[src/rtl/rvecc_err_handler_if.sv]
// Scrub writeback channel from the ECC error handler to the DCCM/ICCM array.
// The handler drives the request side; the array drives wb_ready.
interface rvecc_err_handler_if #(
  parameter int ADDR_WIDTH = 16
);
  logic                  wb_valid;
  logic                  wb_ready;
  logic [ADDR_WIDTH-1:0] wb_addr;
  logic [31:0]           wb_data;
  logic [6:0]            wb_ecc;

  modport master (output wb_valid, wb_addr, wb_data, wb_ecc, input wb_ready);
  modport slave  (input wb_valid, wb_addr, wb_data, wb_ecc, output wb_ready);
endinterface

[src/rtl/rvecc_err_handler.sv]
// Post-SECDED error handler: error statistics, sticky interrupts and a
// single-entry scrub writeback of corrected words.
module rvecc_err_handler #(
  parameter int ADDR_WIDTH = 16,
  parameter int CNT_WIDTH  = 8
) (
  input  logic                  clk,
  input  logic                  rst,
  input  logic                  rd_valid,
  input  logic [ADDR_WIDTH-1:0] rd_addr,
  input  logic                  single_ecc_error,
  input  logic                  double_ecc_error,
  input  logic [31:0]           corr_data,
  input  logic [6:0]            corr_ecc,
  rvecc_err_handler_if.master   wb,
  output logic                  busy,
  output logic [CNT_WIDTH-1:0]  sb_count,
  output logic [CNT_WIDTH-1:0]  db_count,
  input  logic [CNT_WIDTH-1:0]  sb_thresh,
  output logic                  sb_irq,
  output logic                  db_irq,
  output logic                  sb_drop,
  output logic [ADDR_WIDTH-1:0] err_addr,
  input  logic                  clr
);

  typedef enum logic {IDLE = 1'b0, WB = 1'b1} state_t;

  state_t                state, state_n;
  logic                  sb_ev, db_ev, xfer, capture, drop;
  logic                  vld_p0;
  logic [ADDR_WIDTH-1:0] wb_addr_p0;
  logic [31:0]           wb_data_p0;
  logic [6:0]            wb_ecc_p0;

  function automatic logic [CNT_WIDTH-1:0] sat_inc(input logic [CNT_WIDTH-1:0] v);
    return (&v) ? v : v + CNT_WIDTH'(1);
  endfunction

  // A double flag dominates: a read flagged both ways is uncorrectable.
  assign sb_ev = rd_valid & single_ecc_error & ~double_ecc_error;
  assign db_ev = rd_valid & double_ecc_error;

  assign vld_p0 = (state == WB);
  assign xfer   = vld_p0 & wb.wb_ready;

  always_comb begin
    state_n = state;
    capture = 1'b0;
    drop    = 1'b0;
    case (state)
      IDLE: begin
        if (sb_ev) begin
          capture = 1'b1;
          state_n = WB;
        end
      end
      WB: begin
        if (xfer) begin
          capture = sb_ev;
          state_n = sb_ev ? WB : IDLE;
        end else begin
          drop = sb_ev;
        end
      end
      default: state_n = IDLE;
    endcase
  end

  // Stage p0: writeback request register, held until the array accepts it
  always_ff @(posedge clk or posedge rst) begin
    if (rst) begin
      state      <= IDLE;
      wb_addr_p0 <= '0;
      wb_data_p0 <= '0;
      wb_ecc_p0  <= '0;
    end else begin
      state <= state_n;
      if (capture) begin
        wb_addr_p0 <= rd_addr;
        wb_data_p0 <= corr_data;
        wb_ecc_p0  <= corr_ecc;
      end
    end
  end

  // clr wins over any same-cycle increment or flag set
  always_ff @(posedge clk or posedge rst) begin
    if (rst) begin
      sb_count <= '0;
      db_count <= '0;
      sb_irq   <= 1'b0;
      db_irq   <= 1'b0;
      sb_drop  <= 1'b0;
      err_addr <= '0;
    end else if (clr) begin
      sb_count <= '0;
      db_count <= '0;
      sb_irq   <= 1'b0;
      db_irq   <= 1'b0;
      sb_drop  <= 1'b0;
      err_addr <= '0;
    end else begin
      if (sb_ev) sb_count <= sat_inc(sb_count);
      if (db_ev) db_count <= sat_inc(db_count);
      if ((sb_thresh != '0) && (sb_count >= sb_thresh)) sb_irq <= 1'b1;
      if (db_ev) db_irq <= 1'b1;
      if (drop) sb_drop <= 1'b1;
      if (sb_ev | db_ev) err_addr <= rd_addr;
    end
  end

  assign wb.wb_valid = vld_p0;
  assign wb.wb_addr  = wb_addr_p0;
  assign wb.wb_data  = wb_data_p0;
  assign wb.wb_ecc   = wb_ecc_p0;
  assign busy        = vld_p0;

endmodule
[src/flat_wrapper.sv]
// flat-port wrapper written by rule: the top's interface ports become plain ports
module rvecc_err_handler_flat 
#(
  parameter int ADDR_WIDTH = 16,
  parameter int CNT_WIDTH  = 8
)
  (clk, rst, rd_valid, rd_addr, single_ecc_error, double_ecc_error, corr_data, corr_ecc, busy, sb_count, db_count, sb_thresh, sb_irq, db_irq, sb_drop, err_addr, clr, wb_wb_valid, wb_wb_addr, wb_wb_data, wb_wb_ecc, wb_wb_ready);
  rvecc_err_handler_if #(.ADDR_WIDTH(ADDR_WIDTH)) wb_i ();
  input  logic clk;
  input  logic rst;
  input  logic rd_valid;
  input  logic [ADDR_WIDTH-1:0] rd_addr;
  input  logic single_ecc_error;
  input  logic double_ecc_error;
  input  logic [31:0] corr_data;
  input  logic [6:0] corr_ecc;
  output logic busy;
  output logic [CNT_WIDTH-1:0] sb_count;
  output logic [CNT_WIDTH-1:0] db_count;
  input  logic [CNT_WIDTH-1:0] sb_thresh;
  output logic sb_irq;
  output logic db_irq;
  output logic sb_drop;
  output logic [ADDR_WIDTH-1:0] err_addr;
  input  logic clr;
  output wire logic [$bits(wb_i.wb_valid)-1:0] wb_wb_valid;
  output wire logic [$bits(wb_i.wb_addr)-1:0] wb_wb_addr;
  output wire logic [$bits(wb_i.wb_data)-1:0] wb_wb_data;
  output wire logic [$bits(wb_i.wb_ecc)-1:0] wb_wb_ecc;
  input wire logic [$bits(wb_i.wb_ready)-1:0] wb_wb_ready;
  assign wb_wb_valid = wb_i.wb_valid;
  assign wb_wb_addr = wb_i.wb_addr;
  assign wb_wb_data = wb_i.wb_data;
  assign wb_wb_ecc = wb_i.wb_ecc;
  assign wb_i.wb_ready = wb_wb_ready;
  rvecc_err_handler #(.ADDR_WIDTH(ADDR_WIDTH), .CNT_WIDTH(CNT_WIDTH)) u_core (.clk(clk), .rst(rst), .rd_valid(rd_valid), .rd_addr(rd_addr), .single_ecc_error(single_ecc_error), .double_ecc_error(double_ecc_error), .corr_data(corr_data), .corr_ecc(corr_ecc), .wb(wb_i), .busy(busy), .sb_count(sb_count), .db_count(db_count), .sb_thresh(sb_thresh), .sb_irq(sb_irq), .db_irq(db_irq), .sb_drop(sb_drop), .err_addr(err_addr), .clr(clr));
endmodule
[config.mk]
export PLATFORM = sky130hd
export DESIGN_NAME = rvecc_err_handler_flat
export DESIGN_NICKNAME = d
export VERILOG_FILES = /design/src/rtl/rvecc_err_handler_if.sv /design/src/rtl/rvecc_err_handler.sv /design/src/flat_wrapper.sv
export SDC_FILE = /design/constraint.sdc
export NUM_CORES = 1
export LEC_CHECK = 0
export ABC_CLOCK_PERIOD_IN_PS = 3700
export BUFFER_PORTS_ARGS = -buffer_cell sky130_fd_sc_hd__buf_2
export CAP_MARGIN = 20
export CORE_ASPECT_RATIO = 1.4
export CORE_UTILIZATION = 49
export DETAILED_ROUTE_END_ITERATION = 10
export PLACE_DENSITY = 0.8
export SLEW_MARGIN = 20
export SYNTH_ARGS = -nofsm -noshare
export SYNTH_HDL_FRONTEND = slang
export SYNTH_SLANG_ARGS = --single-unit
[constraint.sdc]
create_clock -name clk -period 3.7 [get_ports clk]
set_input_delay 0.555 -clock clk [delete_from_list [all_inputs] [get_ports clk]]
set_output_delay 0.555 -clock clk [all_outputs]
set_load 0.02 [all_outputs]
# After elaboration in Yosys (flattened, before gate mapping)
# Cells that the tools add are included.
[word_totals] ff_bits=91 out_inout_bits=92
[classes] muxes=21 bitwise=7 reduce_logical=11 add_sub_neg=2 eq_ne=2 n_lt_le_gt_ge=1
[op_table] op="8-bit two-way mux" n=6
[op_table] op="16-bit two-way mux" n=2
[op_table] op="8-bit by 1-bit adder with 8-bit output, second input constant" n=2
[op_table] op="8-bit AND reduction" n=2
[op_table] op="1-bit two-way mux" n=11
[op_table] op="2-bit nonzero test" n=5
[op_table] op="8-bit >= comparator" n=1
[op_table] op="8-bit nonzero test" n=1
[op_table] op="1-bit bitwise AND" n=4
[op_table] op="2-bit inequality test, second input constant" n=2
[op_table] op="1-bit case mux with 2 select lines" n=2
[op_table] op="2-bit AND reduction" n=2
[op_table] op="1-bit inverter" n=2
[op_table] op="1-bit logical AND" n=1
[op_table] op="1-bit OR" n=1

# Longest topological paths before layout
[depth] word_depth=6 mapped_depth=6 depth_no_buf=6

# Least setup slack after synthesis
# Ideal clock, no wire load.
[synth_path] path_kind="input to register" from="input port double_ecc_error" to="register u_core.wb_addr_p0[0], in the netlist u_core.wb.wb_addr[0]" stages=6 setup_slack_ns=1.937 arrival_ns=1.638 cell_sequence="and3b_1 > buf_2 > nor2b_4 > buf_6 > buf_6 > mux2_4"
[synth_via] elab_chain_len=4
[synth_rtl] item="start: declaration" line_no="flat_wrapper.sv:14" text="input logic double_ecc_error;"
[synth_rtl] item="1-bit inverter *" line_no="rvecc_err_handler.sv:41" text="assign sb_ev = rd_valid & single_ecc_error & ~double_ecc_error;"
[synth_rtl] item="1-bit bitwise AND *" line_no="rvecc_err_handler.sv:41"
[synth_rtl] item="1-bit two-way mux (on tied branches)" line_no="rvecc_err_handler.sv:59, rvecc_err_handler.sv:53"
[synth_rtl] item="1-bit case mux with 2 select lines *" line_no="rvecc_err_handler.sv:51" text="case (state)"
[synth_rtl] item="end signal: assignment" line_no="rvecc_err_handler.sv:80" text="wb_addr_p0 <= rd_addr;"
[synth_rtl] item="end: declaration" line_no="rvecc_err_handler.sv:32" text="logic [ADDR_WIDTH-1:0] wb_addr_p0;"
# Mark *: on every way between the ends. The rest lies on a longest branch, timed or not.
# A chain may end at the register's enable or synchronous reset.

# Worst setup path after layout
[layout_path] from="input port double_ecc_error" to="register u_core.wb_data_p0[6], in the netlist u_core.wb.wb_data[6]"
[layout_via] elab_chain_len=4
[layout_rtl] item="1-bit inverter *" line_no="rvecc_err_handler.sv:41"
[layout_rtl] item="1-bit bitwise AND *" line_no="rvecc_err_handler.sv:41"
[layout_rtl] item="1-bit two-way mux (on tied branches)" line_no="rvecc_err_handler.sv:59, rvecc_err_handler.sv:53"
[layout_rtl] item="1-bit case mux with 2 select lines *" line_no="rvecc_err_handler.sv:51"
[layout_rtl] item="end signal: assignment" line_no="rvecc_err_handler.sv:81" text="wb_data_p0 <= corr_data;"
[layout_rtl] item="end: declaration" line_no="rvecc_err_handler.sv:33" text="logic [31:0] wb_data_p0;"
# Marks and branches as above.

==> out/summary.txt <==
status: finished clean
clock period minus worst slack: 2.11 ns
drt wl/cell: 16.5 µm
Reg-to-Reg Start: u_core.busy$_DFF_PP0_
DRT antenna net count: 0
clock root buffer: clkbuf_16
total clock sinks: 91
via count: 3041
Cells after Synth: 316
sequential power share: 43.1%
Crit Path Class: in2reg
PostCTS Resize Cnt: 0
Synth top area share: 54.9%
asr flop ratio synth: 100%
Num CTS Buffers: 9
die boundary width: 79.8 µm
clock latency on the worst-skew pair: 0.34 ns
First DRT Iteration DRCs: 102
RSZ-0062 raised after global routing: no
clock share of power: 33.2%
Max FO, Critical Path: 39
met3 WL: 668 µm
crit path launch: double_ecc_error
placed standard-cell area: 5010 µm²
IO Pins: 162
nets: 557
post-synthesis sequential area ratio: 54.9%
HPWL after DPL: 6910 µm
max-cap violations: 0
Startpoint Class: input port
total negative slack: 0 ns
Hold Slack: 0.369 ns
top layer in use: met4
crit path DAT: 2.33 ns
worst endpoint required time: 3.92 ns
switching share of power: 30.2%
Routability Congestion: 0.796
Met2 Wirelength: 4730 µm
Worst-path clk slew: 0.07 ns
Met1 Routed Length: 4050 µm
dominant cell type by area after synthesis: dfrtp_1
Area contributors post-synth: dfrtp_1 55%, mux2_4 18%, ha_1 3.0%
Die Height: 111 µm
Power Density: 534 nW/µm²
setup bufs post-CTS: 0
CTS tree: done
Worst Skew: 0.00739 ns
synth unique cells: 41
Worst setup EP type: flop
via density per instance: 5.21
maximum clock frequency: 0.474 GHz
area of the core: 8200 µm²
Slew Viols, Final: 0
final period utilization: 57.0%
H-Tree Depth: 3
Die Footprint: 8850 µm²
share of total power in combinational logic: 23.8%
buffers added on ports: 161
syn_area_per_cell: 13.1 µm²
syn nets: 396
Global Route Usage Sum: 22.7%
Detailed Route WL: 9630 µm
number of synthesized register bits: 91
Initial Util: 50.6%
total gr overflow: 0
Area Growth Syn to Fin: 28.3%
Final Cell Area: 5330 µm²
largest net degree at the start of global routing: 53
Post-synth EDFFs: 0
Final Util: 65.0%
share of post-route cells with drive strength above 1: 50.2%
top-count cell post-synth: dfrtp_1
total power: 2.84 mW
worst min-delay path class: in2async
vias in the first global route: 3063
leak pwr: 2.75 nW
first-pass GRT wire length: 15200 µm
hold buffer count at CTS: 0
Synth Warn #: 0
Worst-Margin Slew: 0.881 ns
internal power: 1.99 mW
Slew Limit Headroom: 41.2%
synthesized area: 4150 µm²
top post-synthesis cells by count: 91 x dfrtp_1, 50 x mux2_4, 22 x nand2_1
Pre-antenna DRT Iters: 4
std cell rows: 39
Synth Flop Type: dfrtp_1
Setup Viol. Count Final: 0
Fin. Hold Viols: 0
antenna cells: 0
initial antenna violation count: 0
CTS max path bufs: 2
Sw Pwr: 0.857 mW
DRC violations left: 0
Worst VDD drop: 0.349 mV
-- layout make-up --
class | count | area (µm²)
inverter | 11 | 42.5
timing repair buffer | 165 | 836
clock inverter | 7 | 83.8
fill | 652 | 2870
tap | 102 | 128
multi-input combinational | 199 | 1730
clock buffer | 9 | 225
sequential | 91 | 2280
-- cells by family after synthesis --
family | after synthesis | synth area share (%)
buf+inv | 26 | 3.56
fa+ha+maj | 10 | 3.01
compound gates | 39 | 6.18
simple gates | 83 | 10.3
flops | 91 | 54.9
xor+xnor | 8 | 1.69
mux | 59 | 20.4
-- critical path, cell delays in order --
cell and delay (ns):
buf_2 0.14, and3b_1 0.41, nor2b_4 0.22, buf_4 0.57
mux2_2 0.41
-- sequential cells by signal, indices dropped and copies added (netlist names) --
signal	cells
u_core.wb.wb_data	32
u_core.err_addr	16
u_core.wb.wb_addr	16
u_core.db_count	8
u_core.sb_count	8
u_core.wb.wb_ecc	7
u_core.busy	1
u_core.db_irq	1
u_core.sb_drop	1
u_core.sb_irq	1
-- layout by cell type (no fill, tap or decap), types with 4 or more instances in the layout --
master	synthesis	routed
buf_2	1	161
buf_4	1	4
clkbuf_16	0	9
dfrtp_1	91	91
ha_1	10	10
inv_1	11	10
mux2_2	5	5
mux2_4	50	50
mux2i_1	4	4
nand2_1	22	22
nand2b_1	18	18
nand3_1	4	4
nand4_1	5	5
nor2_1	17	16
o21ai_0	19	19
xor2_1	7	7
-- through the flow --
stage / cells / worst slack [ns]
floorplan: 316 / 0.781
global placement: 568 / 1.32
detailed placement: 568 / 1.27
CTS: 584 / 1.62
global route: 584 / 1.53
finish: 584 / 1.59
-- routing by layer --
layer,GRT usage (%),vias up
li1,-,1418
met1,28.1,1474
met2,37.4,132
met3,5.93,17
met4,8.69,0
met5,0,-
-- power by group through the flow --
stage | Clock, mW | Sequential (mW) | Combinational (mW)
5_1_grt | 1.01 | 1.24 | 0.719
3_3_place_gp | 0 | 1.23 | 0.656
6_report | 0.943 | 1.22 | 0.676
3_5_place_dp | 0 | 1.24 | 0.678
4_1_cts | 0.961 | 1.22 | 0.681
2_1_floorplan | 0 | 1.42 | 0.256
-- final timing paths --
path | to | slack, ns | cells after the start
worst max-delay path | u_core.wb.wb_data[6]$_DFFE_PP0P_ | 1.59 | 5
worst min register to register | u_core.err_addr[5]$_DFFE_PP0P_ | 0.48 | 2
worst max register to register | u_core.wb.wb_data[6]$_DFFE_PP0P_ | 1.88 | 4
worst min-delay path | u_core.wb.wb_data[0]$_DFFE_PP0P_ | 0.37 | 2
max in group asynchronous | u_core.db_count[7]$_DFFE_PP0P_ | 2.54 | 3
min in group clk | u_core.wb.wb_ecc[1]$_DFFE_PP0P_ | 0.44 | 2
Note: power is estimated with default switching activity, not from simulation.
